==> config.mk <==
export PLATFORM = sky130hd
export DESIGN_NAME = instr_fetch_unit
export DESIGN_NICKNAME = d
export VERILOG_FILES = /design/src/rtl/instr_fetch_unit.sv
export SDC_FILE = /design/constraint.sdc
export NUM_CORES = 1
export LEC_CHECK = 0
export CAP_MARGIN = 20
export CORE_ASPECT_RATIO = 1.1
export CORE_UTILIZATION = 48
export CTS_BUF_LIST = sky130_fd_sc_hd__clkbuf_4
export DETAILED_ROUTE_END_ITERATION = 7
export PLACE_DENSITY_LB_ADDON = 0.25
export SLEW_MARGIN = 20
export SYNTH_ARGS = -nofsm -noshare
export SYNTH_HDL_FRONTEND = slang
export SYNTH_SLANG_ARGS = --single-unit
==> constraint.sdc <==
create_clock -name clk -period 2.8 [get_ports clk]
set_input_delay 0.42 -clock clk [delete_from_list [all_inputs] [get_ports clk]]
set_output_delay 0.42 -clock clk [all_outputs]
set_load 0.005 [all_outputs]
==> src/rtl/instr_fetch_unit.sv <==
// Instruction fetch stage: PC, one RAM read per cycle, 2-entry instruction buffer toward decode.
// Optional FETCH_FAST_REDIRECT_EN: issue the redirect target in the redirect cycle itself.
module instr_fetch_unit #(
    parameter int ADDR_W = 6,
    parameter int DATA_W = 16,
    parameter logic [ADDR_W-1:0] RESET_PC = '0
) (
    input  logic              clk,
    input  logic              rst_n,
    input  logic              ce,
    input  logic              halt,
    input  logic              redirect,
    input  logic [ADDR_W-1:0] redirect_pc,
    output logic [ADDR_W-1:0] ram_add,
    output logic              ram_r_w,
    output logic              ram_enable,
    output logic              ram_ce,
    input  logic [DATA_W-1:0] ram_data_out,
    output logic [DATA_W-1:0] instr,
    output logic [ADDR_W-1:0] instr_pc,
    output logic              instr_valid,
    input  logic              instr_ready
);

    logic [ADDR_W-1:0] pc_q, pc_d;
    logic              inflight_q, inflight_d;
    logic [ADDR_W-1:0] inflightPc_q, inflightPc_d;
    logic [1:0]        count_q, count_d;
    logic              rdPtr_q, rdPtr_d;
    logic              wrPtr_q, wrPtr_d;
    logic [DATA_W-1:0] fifoData_q [2];
    logic [DATA_W-1:0] fifoData_d [2];
    logic [ADDR_W-1:0] fifoPc_q [2];
    logic [ADDR_W-1:0] fifoPc_d [2];

    logic              pop;
    logic              push;
    logic              credit;
    logic              issue;
    logic [ADDR_W-1:0] issueAddr;
    logic [2:0]        occupancy;

    assign instr_valid = (count_q != 2'd0);
    assign instr       = fifoData_q[rdPtr_q];
    assign instr_pc    = fifoPc_q[rdPtr_q];
    assign ram_r_w     = 1'b0;
    assign ram_ce      = ce;

    // Credit counts buffered plus in-flight entries so a returning read always has a slot.
    assign occupancy = {1'b0, count_q} + {2'b00, inflight_q} - {2'b00, instr_valid & instr_ready};
    assign credit    = (occupancy < 3'd2);
    assign pop       = instr_valid & instr_ready & ~redirect;
    assign push      = inflight_q & ~redirect;

    // rst_n gates the request so ram_enable drops the moment reset is asserted.
`ifdef FETCH_FAST_REDIRECT_EN
    assign issue     = rst_n & ~halt & (redirect | credit);
    assign issueAddr = redirect ? redirect_pc : pc_q;
`else
    assign issue     = rst_n & ~halt & ~redirect & credit;
    assign issueAddr = pc_q;
`endif

    assign ram_enable = issue;
    assign ram_add    = issue ? issueAddr : pc_q;

    always_comb begin
        pc_d         = pc_q;
        inflight_d   = inflight_q;
        inflightPc_d = inflightPc_q;
        count_d      = count_q;
        rdPtr_d      = rdPtr_q;
        wrPtr_d      = wrPtr_q;
        fifoData_d   = fifoData_q;
        fifoPc_d     = fifoPc_q;
        if (ce) begin
            if (redirect) begin
                count_d    = 2'd0;
                rdPtr_d    = 1'b0;
                wrPtr_d    = 1'b0;
                pc_d       = redirect_pc;
                inflight_d = 1'b0;
            end else begin
                if (push) begin
                    fifoData_d[wrPtr_q] = ram_data_out;
                    fifoPc_d[wrPtr_q]   = inflightPc_q;
                    wrPtr_d             = ~wrPtr_q;
                end
                if (pop) begin
                    rdPtr_d = ~rdPtr_q;
                end
                count_d = count_q + 2'(push) - 2'(pop);
            end
            if (issue) begin
                pc_d         = ADDR_W'(issueAddr + 1'b1);
                inflight_d   = 1'b1;
                inflightPc_d = issueAddr;
            end else begin
                inflight_d = 1'b0;
            end
        end
    end

    always_ff @(posedge clk or negedge rst_n) begin
        if (!rst_n) begin
            pc_q         <= RESET_PC;
            inflight_q   <= 1'b0;
            inflightPc_q <= '0;
            count_q      <= 2'd0;
            rdPtr_q      <= 1'b0;
            wrPtr_q      <= 1'b0;
            for (int i = 0; i < 2; i++) begin
                fifoData_q[i] <= '0;
                fifoPc_q[i]   <= '0;
            end
        end else begin
            pc_q         <= pc_d;
            inflight_q   <= inflight_d;
            inflightPc_q <= inflightPc_d;
            count_q      <= count_d;
            rdPtr_q      <= rdPtr_d;
            wrPtr_q      <= wrPtr_d;
            fifoData_q   <= fifoData_d;
            fifoPc_q     <= fifoPc_d;
        end
    end

endmodule

==> flow_summary.yaml, run 1 <==
run_status:
  status: "completed"
floorplan:
  core_area_um2: 5840
  dieArea_um2: 6440
  num_rows: 29
  floorplan.initialDensity_pct: 50.3
  die_width_um: 76.6
  die_height_um: 84.1
  pin_count: 60
routing:
  ant_nets: 0
  firstDrtPassIters: 4
  drc_errors: 0
  drt_wl_total_um: 5550
  wire_per_inst_um: 15.2
  drt_first_iter_violations: 74
  via_per_inst: 5.20
  dr_total_vias: 1903
cts:
  root_buffer: "clkbuf_4"
  htreeDepth: 3
  insertion_delay_ps: 390
  cts_num_sinks: 61
  cts_hold_buf: 0
  clk_pin_slew_ps: 100
  cts_tree: "yes"
  numCtsBuffers: 9
  clockBufferDepth: 2
worst_setup_path:
  arrival_ps: 2370
  critPathSlowestCell: "fa_1"
  end_kind: "primary output"
  path_class: "flip-flop to primary output"
  slowest_delay_ps: 490
  cp_max_fo: 2
  start_kind: "flip-flop"
  worstPathRequired_ps: 2380
  reg2reg_slack_ps: 140
  path_cells: "o21ai_2 -> inv_1 -> ha_1 -> nand2b_4 -> fa_1 -> xnor2_4 -> and3_1 -> buf_2"
sta:
  finClkSkew_ps: 12.9
  period_minus_slack_ps: 2790
  slew_violations: 0
  max_freq_mhz: 359
  slew_headroom_pct: 45.8
  worst_slew_pin_slew_ps: 812
  hold_viol: 0
  finalWorstSetupSlack_ps: 13.2
  setup-violations-final: 0
  rsz0062_at_grt: "yes"
  min_period_over_period_pct: 99.5
  holdWs_ps: 286
logic_synthesis:
  syn_area_um2: 2940
  avgSynthCellArea_um2: 13.5
  ys_ff_latch: 61
  syn_nets: 250
  yosysSeqAreaShare_pct: 51.9
  ys.warnings.count: 0
  async_flop_share_pct: 100
  synth_cells: 217
  synth_edf_count: 0
  synth_ff_type: "dfrtp_1"
  synth.distinct_cells: 38
placement:
  io_buffers: 58
  dp_hpwl_um: 3700
  finalWeightedCongestion: 0.766
  dp_slack_ps: -379
global_routing:
  antenna_found_initial: 0
  grt_pass1_wl_um: 9430
  grt_max_degree: 62
  grt_overflow: 0
  gr-usage-all-layers_pct: 19.0
  grt_pass1_vias: 1980
layout:
  fill_cells: 452
  layout-area-overhead-vs-synth_pct: 29.5
  layout-drive-gt1-share_pct: 38.4
  diodes: 0
  final_nets: 318
pwr:
  p_leak_nw: 1.78
  ir_drop_mv: 0.570
  total_power_w: 0.00367
  powerDensity_nw_per_um2: 963
worst_hold_path:
  hold_path_class: "input pin to async pin"
run:
  cap_viol_max_count: 0
[final timing paths]
check / startpoint / to / cells after the start
max reg2reg: count_q[0] / inflightPc_q[3] / 10
max: count_q[0] / ram_enable / 8
min reg2reg: fifoPc_q[2] / fifoPc_q[2] / 1
min: rst_n / fifoData_q[25] / 2
min in group clk: fifoPc_q[2] / fifoPc_q[2] / 1
max in group asynchronous: rst_n / ram_add[4] / 2
[metal layers]
metal  routed length (µm)  track usage [%]  up-vias
met4                   77             7.34        0
met3                  273             4.04        8
met5                    0                0        -
met1                 2590             24.3      922
li1                     -                -      916
met2                 2610             31.6       57
[placed cells by master, fill, tap and decap left out, types with 4 or more instances in the layout]
cell type,Yosys,routed
a21oi_1,7,7
buf_4,4,14
ha_1,4,4
mux2_2,72,72
inv_1,5,5
o22ai_1,7,7
clkdlybuf4s50_1,0,56
nand2_1,7,7
mux2i_1,5,5
clkbuf_4,0,9
dfrtp_1,61,61
[final cells by class]
type	count	area (µm²)	area share, %
multi-input cells	136	1320	34.6
clock inverters	6	103	2.70
inverters	5	18.8	0.493
flip-flops and latches	61	1530	40.1
repair buffers	72	676	17.8
well taps	77	96.3	2.53
clock buffers	9	67.6	1.78
[timing repair]
action	CTS	global route
pin swaps	4	0
resized for setup	6	0
setup endpoints to repair	1	1
setup buffers	1	0
[flip-flops by register name, indices dropped and copies added, names as in the netlist]
register / cells
count_q: 2
fifoPc_q: 12
ram_add: 6
fifoData_q: 32
rdPtr_q: 1
inflight_q: 1
wrPtr_q: 1
inflightPc_q: 6
[through the flow]
stage          area [µm²]  utilization (%)  instances  setup TNS (ps)
2_1_floorplan        2940                -        217               0
3_3_place_gp         3620             62.0        350           -1600
3_5_place_dp         3620             62.0        350           -2400
4_1_cts              3800             65.1        366           -25.7
5_1_grt              3800             65.1        366           -95.1
6_report             3800             65.1        366               0
[cell usage after synthesis (2+ instances only)]
cell type	number	area share, %
clkbuf_1	3	0.38
nor2_1	2	0.26
mux2_2	72	28
o2bb2ai_1	2	0.60
buf_4	4	1.0
inv_1	5	0.64
buf_2	7	1.2
ha_1	4	1.7
dfrtp_1	61	52
nor3_1	2	0.34
o21ai_0	2	0.34
mux2i_1	5	1.7
a21o_1	2	0.51
and3_1	3	0.64
o22ai_1	7	1.5
nand2_1	7	0.89
a21oi_1	7	1.2
a31oi_1	2	0.43
[cell families (layout without fill, tap and decap cells)]
| family | after synthesis | in the layout | synth area share (%) |
|---|---|---|---|
| multiplexers | 77 | 77 | 29.3 |
| flip-flops | 61 | 61 | 51.9 |
| AND/OR/NAND/NOR | 26 | 26 | 5.96 |
| AO/OA/AOI/OAI | 24 | 24 | 5.15 |
| buffers and inverters | 20 | 92 | 3.62 |
| adder cells (fa/ha/maj) | 5 | 5 | 2.38 |
| XOR/XNOR | 3 | 3 | 1.53 |
| other | 1 | 1 | 0.128 |
[worst max-delay path: cells and delay by family, from the launching register on]
family,cells,cell delay (ps)
DFF,1,400
AOI/OAI and AO/OA,1,150
xor gates and xnor gates,1,160
and+or+nand+nor,2,320
buffers and inverters,2,180
adders and majority gates,2,760
[where the power goes]
part           leakage (nW)  total (W)  switching, W  internal [W]
clock                0.0909   0.000745      0.000305      0.000440
combinational         0.884    0.00152      0.000524      0.000992
sequential            0.801    0.00140      0.000202       0.00120
total                  1.78    0.00367       0.00103       0.00263
No activity file was read; power rests on OpenSTA's default activity.
==> run 2: changes to the inputs <==
Settings changed: SKIP_LAST_GASP set to 1.
==> results of run 2 <==
No change in the layout: final DEF, timing and power equal those of run 1.
==> patch (config.mk and constraints of run 2) <==
Build with the macro `FETCH_FAST_REDIRECT_EN` defined.
--- a/src/rtl/instr_fetch_unit.sv
+++ b/src/rtl/instr_fetch_unit.sv
@@ -1,5 +1,7 @@
 // Instruction fetch stage: PC, one RAM read per cycle, 2-entry instruction buffer toward decode.
 // Optional FETCH_FAST_REDIRECT_EN: issue the redirect target in the redirect cycle itself.
+`define FETCH_FAST_REDIRECT_EN
+
 module instr_fetch_unit #(
     parameter int ADDR_W = 6,
     parameter int DATA_W = 16,
Behaviour: not the same (a bounded check fails within 4 cycles, from zero or initial values and one cycle with rst_n low).
==> patch against run 2 <==
The run now ends with setup timing left; wire length grew 8.6%; non-clock buffer count rose by 11; synthesized cell count grew 12%; setup slack worse by 0.43 ns; total power fell by 1.9%; maximum frequency down 13%; cell area up 8.8%; combinational power rose by 5%; synthesized area increased by 5.4%; sequential cell count did not move; critical endpoint is now ram_add[0]; hold slack gained 0.15 ns; first-iteration DRC count up 38%; register-to-register slack worse by 0.19 ns.
==> patch: results (changes against run 2) <==
The path depth of the worst reg2reg path came to 15 (was 10). The total of fill cells in the finished design is 499 (was 452). The post-synthesis cell count is 242 (was 217). The maximum number of pins on one net before global-route repair came out at 58 (was 62).

The final-stage net count is 354 (was 318). The minimum setup slack in the final design is -0.412 ns (was 0.0132 ns). The final reports fail on setup timing. Leading post-synthesis cells by cell area: sky130_fd_sc_hd__dfrtp_1 49%, sky130_fd_sc_hd__mux2_1 16%, sky130_fd_sc_hd__mux2_2 11%, sky130_fd_sc_hd__ha_1 1.6%, sky130_fd_sc_hd__mux2i_1 1.6% (was sky130_fd_sc_hd__dfrtp_1 52%, sky130_fd_sc_hd__mux2_2 28%, sky130_fd_sc_hd__ha_1 1.7%, sky130_fd_sc_hd__mux2i_1 1.7%, sky130_fd_sc_hd__o22ai_1 1.5%). The via count normalized by instance count is 5.37 (was 5.20).

The data arrival time of the critical path is 2.79 ns (was 2.37 ns). The register area share after synthesis came out at 49.3% (was 51.9%). The total setup violations reported at the end of the flow is 5 (was 0). The relative slew slack came to 54.2% (was 45.8%). The first-pass GRT wire length is 10.1 mm (was 9.43 mm).

The count of cell types in the netlist came out at 44 (was 38). The synthesized netlist net count came to 275 (was 250). Status: finished with violations (was finished clean).

The maximum vdd drop came out at 0.404 mV (was 0.570 mV). The starting DRC count in detailed routing is 102 (was 74). Top cell types by occurrence after synthesis: 61 x sky130_fd_sc_hd__dfrtp_1, 45 x sky130_fd_sc_hd__mux2_1, 30 x sky130_fd_sc_hd__mux2_2 (was 72 x sky130_fd_sc_hd__mux2_2, 61 x sky130_fd_sc_hd__dfrtp_1).

The placement-stage cell area was 0.00388 sq mm (was 0.00362 sq mm). The layout cell share with drive strength beyond 1 came to 28.1% (was 38.4%). The static power due to leakage came out at 1.87 nW (was 1.78 nW).

The global-route usage over all layers came out at 19.4% (was 19.0%). The cell total after placement is 382 (was 350).
patch: timing repair:
item	4_1_cts	5_1_grt
pin swaps	6	7
cloned	0	0
resized for setup	17	12
hold buffers	1	0
setup endpoints to repair	5	14
setup buffers	10	2
endpoints found under the hold margin	4	0
patch: cells by family after synthesis:
kind of cell,count (synthesis),share of synthesized area (%)
compound gates,24,5.25
mux,83,30.3
flops,61,49.3
fa+ha+maj,5,2.26
simple gates,38,7.31
other cells,1,0.121
xor+xnor,6,1.70
buf+inv,24,3.72
patch: power by group:
part	internal, mW	switching, mW
combinational	1.05	0.549
clock	0.280	0.285
sequential	1.23	0.197
total	2.57	1.03
patch: final timing paths:
check                                to  slack [ns]
min                             pc_q[3]        0.43
max                          ram_add[0]       -0.41
max in group asynchronous   fifoPc_q[5]        1.47
max reg2reg                     pc_q[0]       -0.05
min reg2reg                fifoPc_q[10]        0.49
min in group clk           fifoPc_q[10]        0.49
patch: per-stage QoR:
step / total power, mW / setup TNS (ns) / setup WS, ns
after floorplan: 2.22 / 0 / 0.0303
after global placement: 2.90 / -2.89 / -0.549
after detailed placement: 2.95 / -3.19 / -0.561
after CTS: 3.70 / -2.39 / -0.468
after global routing: 3.86 / -1.96 / -0.509
final: 3.60 / -1.12 / -0.412
patch: worst max-delay path, cell delays in order (launching register included):
cell	delay [ns]
sky130_fd_sc_hd__dfrtp_2	0.41
sky130_fd_sc_hd__or2_4	0.24
sky130_fd_sc_hd__nand2_4	0.06
sky130_fd_sc_hd__inv_2	0.05
sky130_fd_sc_hd__ha_4	0.20
sky130_fd_sc_hd__nand2b_4	0.13
sky130_fd_sc_hd__fa_2	0.35
sky130_fd_sc_hd__xnor2_2	0.16
sky130_fd_sc_hd__a21oi_2	0.23
sky130_fd_sc_hd__nor2_4	0.07
sky130_fd_sc_hd__buf_6	0.11
sky130_fd_sc_hd__mux2_4	0.29
sky130_fd_sc_hd__buf_6	0.11
patch: final cells by class:
class / instances / area [sq um] / area share (%)
multi-input cells: 157 / 1550 / 37.4
inverters: 9 / 33.8 / 0.816
well taps: 80 / 100 / 2.42
repair buffers: 83 / 810 / 19.6
flip-flops and latches: 61 / 1530 / 36.9
clock inverters: 3 / 38.8 / 0.937
clock buffers: 11 / 82.6 / 2.00
patch: metal layers:
| layer | share of wire, % | vias to the layer above | wire, um | GRT usage (%) |
|---|---|---|---|---|
| met3 | 5.0 | 9 | 303 | 3.79 |
| li1 | - | 1033 | - | - |
| met5 | 0 | - | 0 | 0 |
| met1 | 45 | 1063 | 2710 | 24.6 |
| met4 | 1.4 | 0 | 82 | 9.93 |
| met2 | 49 | 64 | 2930 | 31.6 |
